===== src/rtl/row_scan_ctrl_pkg.sv =====
// Shared definitions for the row scan controller: default widths and FSM state encoding.
package row_scan_ctrl_pkg;

  localparam int ADDR_W_DEF  = 5;
  localparam int DWELL_W_DEF = 8;

  typedef enum logic [1:0] {
    ST_IDLE  = 2'd0,
    ST_BLANK = 2'd1,
    ST_DRIVE = 2'd2
  } state_e;

endpackage : row_scan_ctrl_pkg


===== src/rtl/row_scan_ctrl_if.sv =====
// Control/status bundle between a scan requester (master) and row_scan_ctrl (slave).
interface row_scan_if
  import row_scan_ctrl_pkg::*;
#(
  parameter int ADDR_W  = ADDR_W_DEF,
  parameter int DWELL_W = DWELL_W_DEF
) ();

  logic               start;
  logic               stop;
  logic [DWELL_W-1:0] dwell;
  logic [ADDR_W-1:0]  last_row;
  logic [ADDR_W-1:0]  row_addr;
  logic               row_enable;
  logic               busy;
  logic               frame_done;

  modport master (
    output start, stop, dwell, last_row,
    input  row_addr, row_enable, busy, frame_done
  );

  modport slave (
    input  start, stop, dwell, last_row,
    output row_addr, row_enable, busy, frame_done
  );

endinterface : row_scan_if


===== src/rtl/row_scan_ctrl.sv =====
// Row scan controller: steps a registered row address through 0..last_row with a one-cycle
// blank before each row and a programmable drive length, feeding a 5-to-32 decoder directly.
module row_scan_ctrl
  import row_scan_ctrl_pkg::*;
#(
  parameter int ADDR_W  = ADDR_W_DEF,
  parameter int DWELL_W = DWELL_W_DEF
) (
  input  logic       clk,
  input  logic       rst_n,
  row_scan_if.slave  bus
);

  state_e             state_q,        state_d;
  logic [ADDR_W-1:0]  row_addr_q,     row_addr_d;
  logic               row_enable_q,   row_enable_d;
  logic               frame_done_q,   frame_done_d;
  logic               stop_pending_q, stop_pending_d;
  logic [DWELL_W-1:0] dwell_cnt_q,    dwell_cnt_d;
  logic [DWELL_W-1:0] dwell_cap_q,    dwell_cap_d;
  logic [ADDR_W-1:0]  last_row_cap_q, last_row_cap_d;

  // NOTE: every always_comb output gets a default first so no path can infer a latch.
  always_comb begin
    state_d        = state_q;
    row_addr_d     = row_addr_q;
    row_enable_d   = 1'b0;
    frame_done_d   = 1'b0;
    stop_pending_d = stop_pending_q;
    dwell_cnt_d    = dwell_cnt_q;
    dwell_cap_d    = dwell_cap_q;
    last_row_cap_d = last_row_cap_q;

    if (state_q != ST_IDLE && bus.stop) begin
      stop_pending_d = 1'b1;
    end

    unique case (state_q)
      ST_IDLE: begin
        if (bus.start) begin
          dwell_cap_d    = bus.dwell;
          last_row_cap_d = bus.last_row;
          row_addr_d     = '0;
          stop_pending_d = 1'b0;
          state_d        = ST_BLANK;
        end
      end

      ST_BLANK: begin
        dwell_cnt_d  = dwell_cap_q;
        row_enable_d = 1'b1;
        state_d      = ST_DRIVE;
      end

      ST_DRIVE: begin
        if (dwell_cnt_q == '0) begin
          // Address only moves here, as the enable drops for the following blank cycle.
          if (row_addr_q == last_row_cap_q) begin
            row_addr_d   = '0;
            frame_done_d = 1'b1;
            state_d      = stop_pending_d ? ST_IDLE : ST_BLANK;
          end else begin
            row_addr_d = row_addr_q + ADDR_W'(1);
            state_d    = ST_BLANK;
          end
        end else begin
          dwell_cnt_d  = dwell_cnt_q - DWELL_W'(1);
          row_enable_d = 1'b1;
        end
      end

      default: state_d = ST_IDLE;
    endcase
  end

  // NOTE: sequential state uses non-blocking assignments only; async reset clears every flop,
  // which is what drops row_enable mid-drive without waiting for a clock edge.
  always_ff @(posedge clk or negedge rst_n) begin
    if (!rst_n) begin
      state_q        <= ST_IDLE;
      row_addr_q     <= '0;
      row_enable_q   <= 1'b0;
      frame_done_q   <= 1'b0;
      stop_pending_q <= 1'b0;
      dwell_cnt_q    <= '0;
      dwell_cap_q    <= '0;
      last_row_cap_q <= '0;
    end else begin
      state_q        <= state_d;
      row_addr_q     <= row_addr_d;
      row_enable_q   <= row_enable_d;
      frame_done_q   <= frame_done_d;
      stop_pending_q <= stop_pending_d;
      dwell_cnt_q    <= dwell_cnt_d;
      dwell_cap_q    <= dwell_cap_d;
      last_row_cap_q <= last_row_cap_d;
    end
  end

  assign bus.row_addr   = row_addr_q;
  assign bus.row_enable = row_enable_q;
  assign bus.frame_done = frame_done_q;
  assign bus.busy       = (state_q != ST_IDLE);

endmodule : row_scan_ctrl


===== src/flat_wrapper.sv =====
// flat-port wrapper written by rule: the top's interface ports become plain ports
module row_scan_ctrl_flat import row_scan_ctrl_pkg::*;
#(
  parameter int ADDR_W  = ADDR_W_DEF,
  parameter int DWELL_W = DWELL_W_DEF
)
  (clk, rst_n, bus_start, bus_stop, bus_dwell, bus_last_row, bus_row_addr, bus_row_enable, bus_busy, bus_frame_done);
  row_scan_if #(.ADDR_W(ADDR_W), .DWELL_W(DWELL_W)) bus_i ();
  input  logic clk;
  input  logic rst_n;
  input wire logic [$bits(bus_i.start)-1:0] bus_start;
  input wire logic [$bits(bus_i.stop)-1:0] bus_stop;
  input wire logic [$bits(bus_i.dwell)-1:0] bus_dwell;
  input wire logic [$bits(bus_i.last_row)-1:0] bus_last_row;
  output wire logic [$bits(bus_i.row_addr)-1:0] bus_row_addr;
  output wire logic [$bits(bus_i.row_enable)-1:0] bus_row_enable;
  output wire logic [$bits(bus_i.busy)-1:0] bus_busy;
  output wire logic [$bits(bus_i.frame_done)-1:0] bus_frame_done;
  assign bus_i.start = bus_start;
  assign bus_i.stop = bus_stop;
  assign bus_i.dwell = bus_dwell;
  assign bus_i.last_row = bus_last_row;
  assign bus_row_addr = bus_i.row_addr;
  assign bus_row_enable = bus_i.row_enable;
  assign bus_busy = bus_i.busy;
  assign bus_frame_done = bus_i.frame_done;
  row_scan_ctrl #(.ADDR_W(ADDR_W), .DWELL_W(DWELL_W)) u_core (.clk(clk), .rst_n(rst_n), .bus(bus_i));
endmodule

===== config.mk =====
export PLATFORM = sky130hd
export DESIGN_NAME = row_scan_ctrl_flat
export DESIGN_NICKNAME = d
export VERILOG_FILES = /design/src/rtl/row_scan_ctrl_pkg.sv /design/src/rtl/row_scan_ctrl_if.sv /design/src/rtl/row_scan_ctrl.sv /design/src/flat_wrapper.sv
export SDC_FILE = /design/constraint.sdc
export NUM_CORES = 1
export LEC_CHECK = 0
export BUFFER_PORTS_ARGS = -buffer_cell sky130_fd_sc_hd__buf_2
export CORE_UTILIZATION = 49
export CTS_CLUSTER_DIAMETER = 50
export DETAILED_ROUTE_END_ITERATION = 7
export GPL_ROUTABILITY_DRIVEN = 0
export HOLD_SLACK_MARGIN = 0.15
export PLACE_DENSITY = 0.69
export RECOVER_POWER = 50
export SYNTH_ARGS = -nofsm -noshare
export SYNTH_HDL_FRONTEND = slang
export SYNTH_SLANG_ARGS = --single-unit

===== constraint.sdc =====
create_clock -name clk -period 2.07 [get_ports clk]
set_input_delay 0.414 -clock clk [delete_from_list [all_inputs] [get_ports clk]]
set_output_delay 0.414 -clock clk [all_outputs]
set_load 0.02 [all_outputs]

==> run summary, run 1 <==
TIMING
-------------------------------------------------------------------------------------
WHS                                                                          0.295 ns
Final hold violation count                                                          0
Number of setup violations in the final report                                      0
Fin Clk Skew                                                               0.00706 ns
Timing-limited maximum frequency                                            0.551 GHz
Relative slew slack                                                             49.1%
Unrepaired setup endpoints after global routing                                 false
Final TNS setup                                                                  0 ns
Fin crit share                                                                  87.6%
Number of slew-limit violations in the final report                                 0
Worst-Margin Slew                                                            0.763 ns
Final critical path time including I/O delays and setup                       1.81 ns

CRITICAL PATH
-------------------------------------------------------------------------------------
Required time of the worst setup path                                         2.29 ns
Cell depth of the worst flop-to-flop path                                           6
Type of the worst setup path                                             register to register
Register-to-Register Setup Slack                                              0.26 ns
Critical path peak fanout                                                           9
Crit end category                                                            register
Reg2Reg Launch Point                                                     u_core.dwell_cnt_q[0]
Worst flop-to-flop path endpoint                                         u_core.state_q[1]
Data arrival time of the critical path                                        2.03 ns
Crit start category                                                          register

SYNTH
-------------------------------------------------------------------------------------
Sequential-to-total area share from yosys stat                                  47.3%
Library cells used by synthesis                                                    36
Number of synthesized register bits                                                31
Syn_area_per_cell                                                           10.6 um^2
Yosys Warn Count                                                                    0
Fraction of synthesis flops using an asynchronous set or reset pin               100%
Number of enable flip-flop cells after synthesis                                    0
Cell count after synthesis                                                        155
Synthesized net count                                                             179
Synth Flop Type                                                               dfrtp_1
Post-synthesis instance area                                                1640 um^2

DETAILED ROUTING
-------------------------------------------------------------------------------------
First-pass iteration count of the detailed router                                   5
DRC violation total after the first TritonRoute iteration                          30
Detailed-route vias per instance                                                 5.57
Detailed-route via count                                                         1293
DRC errors left                                                                     0
Routed wire length per instance                                               14.3 um
Post-route antenna net violation count                                              0
Aggregate routed wire length                                                  3310 um

FLOORPLAN
-------------------------------------------------------------------------------------
Chip Width                                                                    59.9 um
Area enclosed by the die boundary                                           3590 um^2
Die height                                                                    59.9 um
Ports placed on the boundary                                                       25
Starting utilization of the core area                                           52.5%
Core region area                                                            3130 um^2
Count of standard-cell rows                                                        20

CLOCKING
-------------------------------------------------------------------------------------
Post-CTS setup-driven buffer insertion count                                        0
Clock buffers created by TritonCTS                                                  5
Source-to-sink clock delay at the later pin of the worst-skew pair            0.33 ns
TritonCTS clock tree                                                             done
Number of gates resized after cts                                                   0
Clock root buffer                                                            clkbuf_4
Clock Path Buffers                                                                  2
H-tree levels                                                                       2
Clk pin slew, worst setup/hold paths                                          0.10 ns
Sinks on Clock Net                                                                 31
Number of hold buffers added after CTS                                              1

JOB
-------------------------------------------------------------------------------------
Max-cap check violation count                                                       0

FINAL LAYOUT
-------------------------------------------------------------------------------------
Fraction of final layout cells sized beyond drive strength 1                    26.6%
Most frequent cells in the layout                                        dfrtp_1, buf_2, o21ai_0
Most frequent standard cell in the layout excluding fill and tap cells        dfrtp_1
Total number of nets in the final design                                          211
Diode insertion count for antenna repair                                            0
Post-synthesis to final-layout area growth                                      16.6%

POWER
-------------------------------------------------------------------------------------
IR drop worst, VDD                                                         0.000716 V
Static leakage                                                            0.000864 uW
Cell Pwr Density                                                         1470 nW/um^2

WORST HOLD PATH
-------------------------------------------------------------------------------------
Hold Startpoint                                                             bus_start
Min-Delay Path Depth                                                                2
Worst Hold End                                                           u_core.stop_pending_q
Worst min-delay path category                                            primary input to register

GLOBAL ROUTE
-------------------------------------------------------------------------------------
Overflow left after global routing                                                  0
Overall fraction of global-route tracks in use                                  21.5%
Maximum number of pins on one net before global-route repair                       32
Number of global-route vias before repair                                        1182
Global-route wire length before repair                                        5460 um
Number of antenna violations at the first check in global routing                   0

STATUS
-------------------------------------------------------------------------------------
Result of the run                                                        finished clean

PLACED DESIGN
-------------------------------------------------------------------------------------
Post-DP HPWL                                                                  2360 um
Buffers on Ports                                                                   24

## worst max path at each step
| stage | startpoint | to | slack (ns) | cells past startpoint |
|---|---|---|---|---|
| 2_1_floorplan | u_core.dwell_cnt_q[0] | u_core.state_q[1] | 0.44 | 6 |
| 3_3_place_gp | u_core.dwell_cnt_q[0] | u_core.state_q[1] | 0.37 | 6 |
| 3_5_place_dp | u_core.dwell_cnt_q[0] | u_core.state_q[1] | 0.30 | 6 |
| 4_1_cts | u_core.dwell_cnt_q[0] | u_core.state_q[1] | 0.26 | 6 |
| 5_1_grt | u_core.dwell_cnt_q[0] | u_core.state_q[1] | 0.12 | 6 |
| 6_report | u_core.dwell_cnt_q[0] | u_core.state_q[1] | 0.26 | 6 |
## state kept, by name, indices dropped and copies added (netlist names)
name	cells
u_core.dwell_cap_q	8
u_core.dwell_cnt_q	8
u_core.bus.row_addr	5
u_core.last_row_cap_q	5
u_core.state_q	2
u_core.bus.frame_done	1
u_core.bus.row_enable	1
u_core.stop_pending_q	1
## critical path: stages (launching register included)
cell and delay, ns:
dfrtp_1 0.42, inv_1 0.12, ha_1 0.16, nor4b_4 0.32, a21oi_2 0.19, nor2_1 0.15
mux2_1 0.33
## kinds of logic (layout without fill, tap and decap cells)
logic type / after synthesis / count (layout) / share of synthesized area (%)
XOR/XNOR: 5 / 5 / 2.67
flip-flops: 31 / 31 / 47.3
AND/OR/NAND/NOR: 42 / 42 / 14.5
buffers and inverters: 12 / 45 / 3.13
AO/OA/AOI/OAI: 43 / 43 / 16.9
adder cells (fa/ha/maj): 7 / 7 / 5.34
multiplexers: 15 / 15 / 10.2
## through the flow
step	util, %	worst slack, ns	total power [uW]	area, um^2	instances
finish	61.2	0.256	2810	1910	232
global route	61.2	0.118	3030	1910	232
CTS	61.3	0.262	2830	1920	232
detailed placement	58.2	0.297	2330	1820	223
global placement	58.2	0.367	2250	1820	223
floorplan	-	0.438	2000	1640	155
## where the power goes
group	switching [uW]	internal (uW)	total (uW)
clock	213	285	498
combinational	640	543	1180
sequential	254	873	1130
total	1110	1700	2810
## Yosys cell counts (3+ instances only)
library cell / n / area share [%]
a21oi_1: 8 / 2.4
a2bb2oi_1: 3 / 1.6
dfrtp_1: 31 / 47
ha_1: 7 / 5.3
inv_1: 9 / 2.1
mux2_2: 13 / 8.9
nand2_1: 7 / 1.6
nand3_1: 10 / 3.0
nor2_1: 9 / 2.1
nor3_1: 4 / 1.2
o21ai_0: 15 / 4.6
o21ai_1: 3 / 0.91
xnor2_1: 5 / 2.7
## cell type report
type	count	area, um^2
fillers	262	1210
inverters	9	33.8
clock buffers	6	51.3
multi-input cells	112	815
well taps	44	55.1
flip-flops and latches	31	776
repair buffers	28	149
clock inverters	2	35.0
## routing by layer
| layer | GRT usage (%) | routed length (um) |
|---|---|---|
| met4 | 6.98 | 41 |
| met1 | 28.5 | 1540 |
| met3 | 7.14 | 168 |
| met5 | 0 | 0 |
| met2 | 33.2 | 1560 |
No activity file was read; power rests on OpenSTA's default activity.
==> run 2, diff against run 1 <==
--- a/config.mk
+++ b/config.mk
@@ -6,12 +6,14 @@
 export NUM_CORES = 1
 export LEC_CHECK = 0
 export BUFFER_PORTS_ARGS = -buffer_cell sky130_fd_sc_hd__buf_2
-export CORE_UTILIZATION = 49
+export CELL_PAD_IN_SITES_DETAIL_PLACEMENT = 0
+export CELL_PAD_IN_SITES_GLOBAL_PLACEMENT = 1
+export CORE_UTILIZATION = 44
 export CTS_CLUSTER_DIAMETER = 50
 export DETAILED_ROUTE_END_ITERATION = 7
 export GPL_ROUTABILITY_DRIVEN = 0
 export HOLD_SLACK_MARGIN = 0.15
-export PLACE_DENSITY = 0.69
+export PLACE_DENSITY = 0.78
 export RECOVER_POWER = 50
 export SYNTH_ARGS = -nofsm -noshare
 export SYNTH_HDL_FRONTEND = slang
==> run 2 against run 1 <==
Effect of this change:
- the run now ends with capacitance limit, slew limit left
- sequential power hardly changed
- worst hold slack better by 0.047 ns
- maximum frequency is 5.7% lower
- first-iteration DRC count is 120% higher
- power is 7.8% higher
- register-to-register slack worse by 0.11 ns
- clock skew is 0.0019 ns lower
- critical path depth is 1 higher
- setup slack worse by 0.11 ns
- cell count is 0.86% higher
- non-clock buffer count stayed put
- critical endpoint unchanged
==> run summary, run 2 (same netlist as run 1, synthesis figures left out) <==
TIMING
-------------------------------------------------------------------------------------
Unrepaired setup endpoints after global routing                                 false   unchanged
Final critical path time including I/O delays and setup                       1.92 ns   was 1.81 ns
Final hold violation count                                                          0   unchanged
Timing-limited maximum frequency                                            0.520 GHz   was 0.551 GHz
Number of setup violations in the final report                                      0   unchanged
Fin Clk Skew                                                               0.00516 ns   was 0.00706 ns
Worst-Margin Slew                                                             1.60 ns   was 0.763 ns
Final TNS setup                                                                  0 ns   unchanged
Fin crit share                                                                  92.9%   was 87.6%
Number of slew-limit violations in the final report                                32   was 0
Relative slew slack                                                            -6.94%   was 49.1%

DETAILED ROUTING
-------------------------------------------------------------------------------------
Met2 Wirelength                                                               1560 um   about the same
DRC violation total after the first TritonRoute iteration                          65   was 30
Detailed-route vias per instance                                                 5.50   was 5.57
Post-route antenna net violation count                                              0   unchanged
Met1 WL                                                                       1560 um   was 1540 um
First-pass iteration count of the detailed router                                   4   was 5
Routed wire length per instance                                               14.3 um   about the same
Aggregate routed wire length                                                  3350 um   was 3310 um
Detailed-route via count                                                         1288   was 1293
DRC errors left                                                                     0   unchanged
Routed length on met3                                                          174 um   was 168 um
Uppermost layer routed                                                           met4   unchanged

CLOCKING
-------------------------------------------------------------------------------------
Clock buffers created by TritonCTS                                                  5   unchanged
Clock Path Buffers                                                                  2   unchanged
Post-CTS setup-driven buffer insertion count                                        0   unchanged
Clk pin slew, worst setup/hold paths                                          0.06 ns   was 0.10 ns
Number of hold buffers added after CTS                                              0   was 1
TritonCTS clock tree                                                             done   unchanged
Source-to-sink clock delay at the later pin of the worst-skew pair            0.28 ns   was 0.33 ns
Clock root buffer                                                            clkbuf_8   was clkbuf_4
Number of gates resized after cts                                                   0   unchanged
Sinks on Clock Net                                                                 31   unchanged
H-tree levels                                                                       2   unchanged

FINAL LAYOUT
-------------------------------------------------------------------------------------
Combined area of the multi-input logic cells                                 815 um^2   unchanged
Fraction of final layout cells sized beyond drive strength 1                    26.6%   unchanged
Fillcell total                                                                    302   was 262
Diode insertion count for antenna repair                                            0   unchanged
Registers with the highest flip-flop counts                              u_core.dwell_cap_q x8, u_core.dwell_cnt_q x8   unchanged
Total number of nets in the final design                                          211   unchanged
Most frequent standard cell in the layout excluding fill and tap cells        dfrtp_1   unchanged
Sequential Area                                                              776 um^2   unchanged
Most frequent cells in the layout                                        dfrtp_1, buf_2, o21ai_0   unchanged
Number of standard cells in the final layout excluding fillers                    234   was 232
Post-synthesis to final-layout area growth                                      19.4%   was 16.6%
Fin area                                                                    1960 um^2   was 1910 um^2

GLOBAL ROUTE
-------------------------------------------------------------------------------------
Number of antenna violations at the first check in global routing                   0   unchanged
Global-route wire length before repair                                        5930 um   was 5460 um
Overflow left after global routing                                                  0   unchanged
Overall fraction of global-route tracks in use                                  19.5%   was 21.5%
Maximum number of pins on one net before global-route repair                       32   unchanged
Number of global-route vias before repair                                        1281   was 1182

PLACED DESIGN
-------------------------------------------------------------------------------------
Post-placement cell count                                                         226   was 223
Dpl cell area                                                               1830 um^2   was 1820 um^2
Buffers on Ports                                                                   24   unchanged
Post-DP HPWL                                                                  2500 um   was 2360 um

POWER
-------------------------------------------------------------------------------------
Switching power                                                               1120 uW   was 1110 uW
Cell Pwr Density                                                         1540 nW/um^2   was 1470 nW/um^2
Proportion of power drawn by the clock network                                  23.0%   was 17.7%
Design internal power                                                         1910 uW   was 1700 uW
IR drop worst, VDD                                                         0.000817 V   was 0.000716 V
Combinational Power Share                                                       39.4%   was 42.1%
Static leakage                                                            0.000883 uW   was 0.000864 uW
Sw Ratio                                                                        36.9%   was 39.5%
Sequential share of power                                                       37.6%   was 40.1%

CRITICAL PATH
-------------------------------------------------------------------------------------
Critical path peak fanout                                                          11   was 9
Crit start category                                                          register   unchanged
Data arrival time of the critical path                                        2.09 ns   was 2.03 ns
Type of the worst setup path                                             register to register   unchanged
Required time of the worst setup path                                         2.23 ns   was 2.29 ns
Crit end category                                                            register   unchanged

STATUS
-------------------------------------------------------------------------------------
Violated checks                                                          capacitance limit, slew limit
Result of the run                                                        finished with violations   was finished clean

FLOORPLAN
-------------------------------------------------------------------------------------
Count of standard-cell rows                                                        21   was 20
Die height                                                                    63.1 um   was 59.9 um
Core region area                                                            3440 um^2   was 3130 um^2
Chip Width                                                                    63.1 um   was 59.9 um
Ports placed on the boundary                                                       25   unchanged
Area enclosed by the die boundary                                           3980 um^2   was 3590 um^2
Starting utilization of the core area                                           47.7%   was 52.5%

JOB
-------------------------------------------------------------------------------------
Max-cap check violation count                                                       1   was 0

WORST HOLD PATH
-------------------------------------------------------------------------------------
Worst min-delay path category                                            primary input to register   unchanged

-- run 2: worst paths after layout --
kind	from	end	slack, ns	cells past startpoint
max	u_core.state_q[0]	u_core.state_q[1]	0.15	7
min	bus_start	u_core.stop_pending_q	0.34	2
max reg2reg	u_core.state_q[0]	u_core.state_q[1]	0.15	7
min reg2reg	u_core.dwell_cap_q[0]	u_core.dwell_cap_q[0]	0.52	1
max in group asynchronous	rst_n	u_core.dwell_cap_q[3]	0.61	1
min in group asynchronous	rst_n	u_core.stop_pending_q	0.53	1
-- run 2: area by class of cell --
type	count	share of cell area, %
clock buffer	6	3.70
clock inverter	2	3.06
inverter	9	1.72
multi-input combinational	112	41.5
sequential	31	39.6
tap	46	2.94
timing repair buffer	28	7.47
-- run 2: layer usage --
metal / GRT usage (%) / vias to the layer above
met5: 0 / -
met4: 6.98 / 0
met3: 5.07 / 8
met2: 30.5 / 40
met1: 25.9 / 611
li1: - / 629
-- run 2: stage by stage --
step	setup slack [ns]	power [uW]	utilization [%]	hold slack (ns)
floorplan	0.438	2000	-	0.118
global placement	0.311	2280	53.2	0.491
detailed placement	0.203	2340	53.2	0.499
CTS	0.175	3050	57.1	0.196
global route	0.00876	3260	57.0	0.361
finish	0.146	3030	57.0	0.342
-- run 2: power by group through the flow --
| stage | Clock, uW | Combinational [uW] | Sequential (uW) |
|---|---|---|---|
| finish | 698 | 1190 | 1140 |
| global placement | 0 | 1150 | 1130 |
| floorplan | 0 | 904 | 1100 |
| global route | 741 | 1350 | 1180 |
| detailed placement | 0 | 1200 | 1140 |
| CTS | 716 | 1200 | 1140 |
-- run 2: critical path: stages (launching register included) --
cell and delay (ns):
dfrtp_1 0.41, inv_1 0.10, ha_1 0.26, buf_4 0.20, inv_1 0.07, a21oi_2 0.34
nor2_1 0.10, mux2_1 0.32
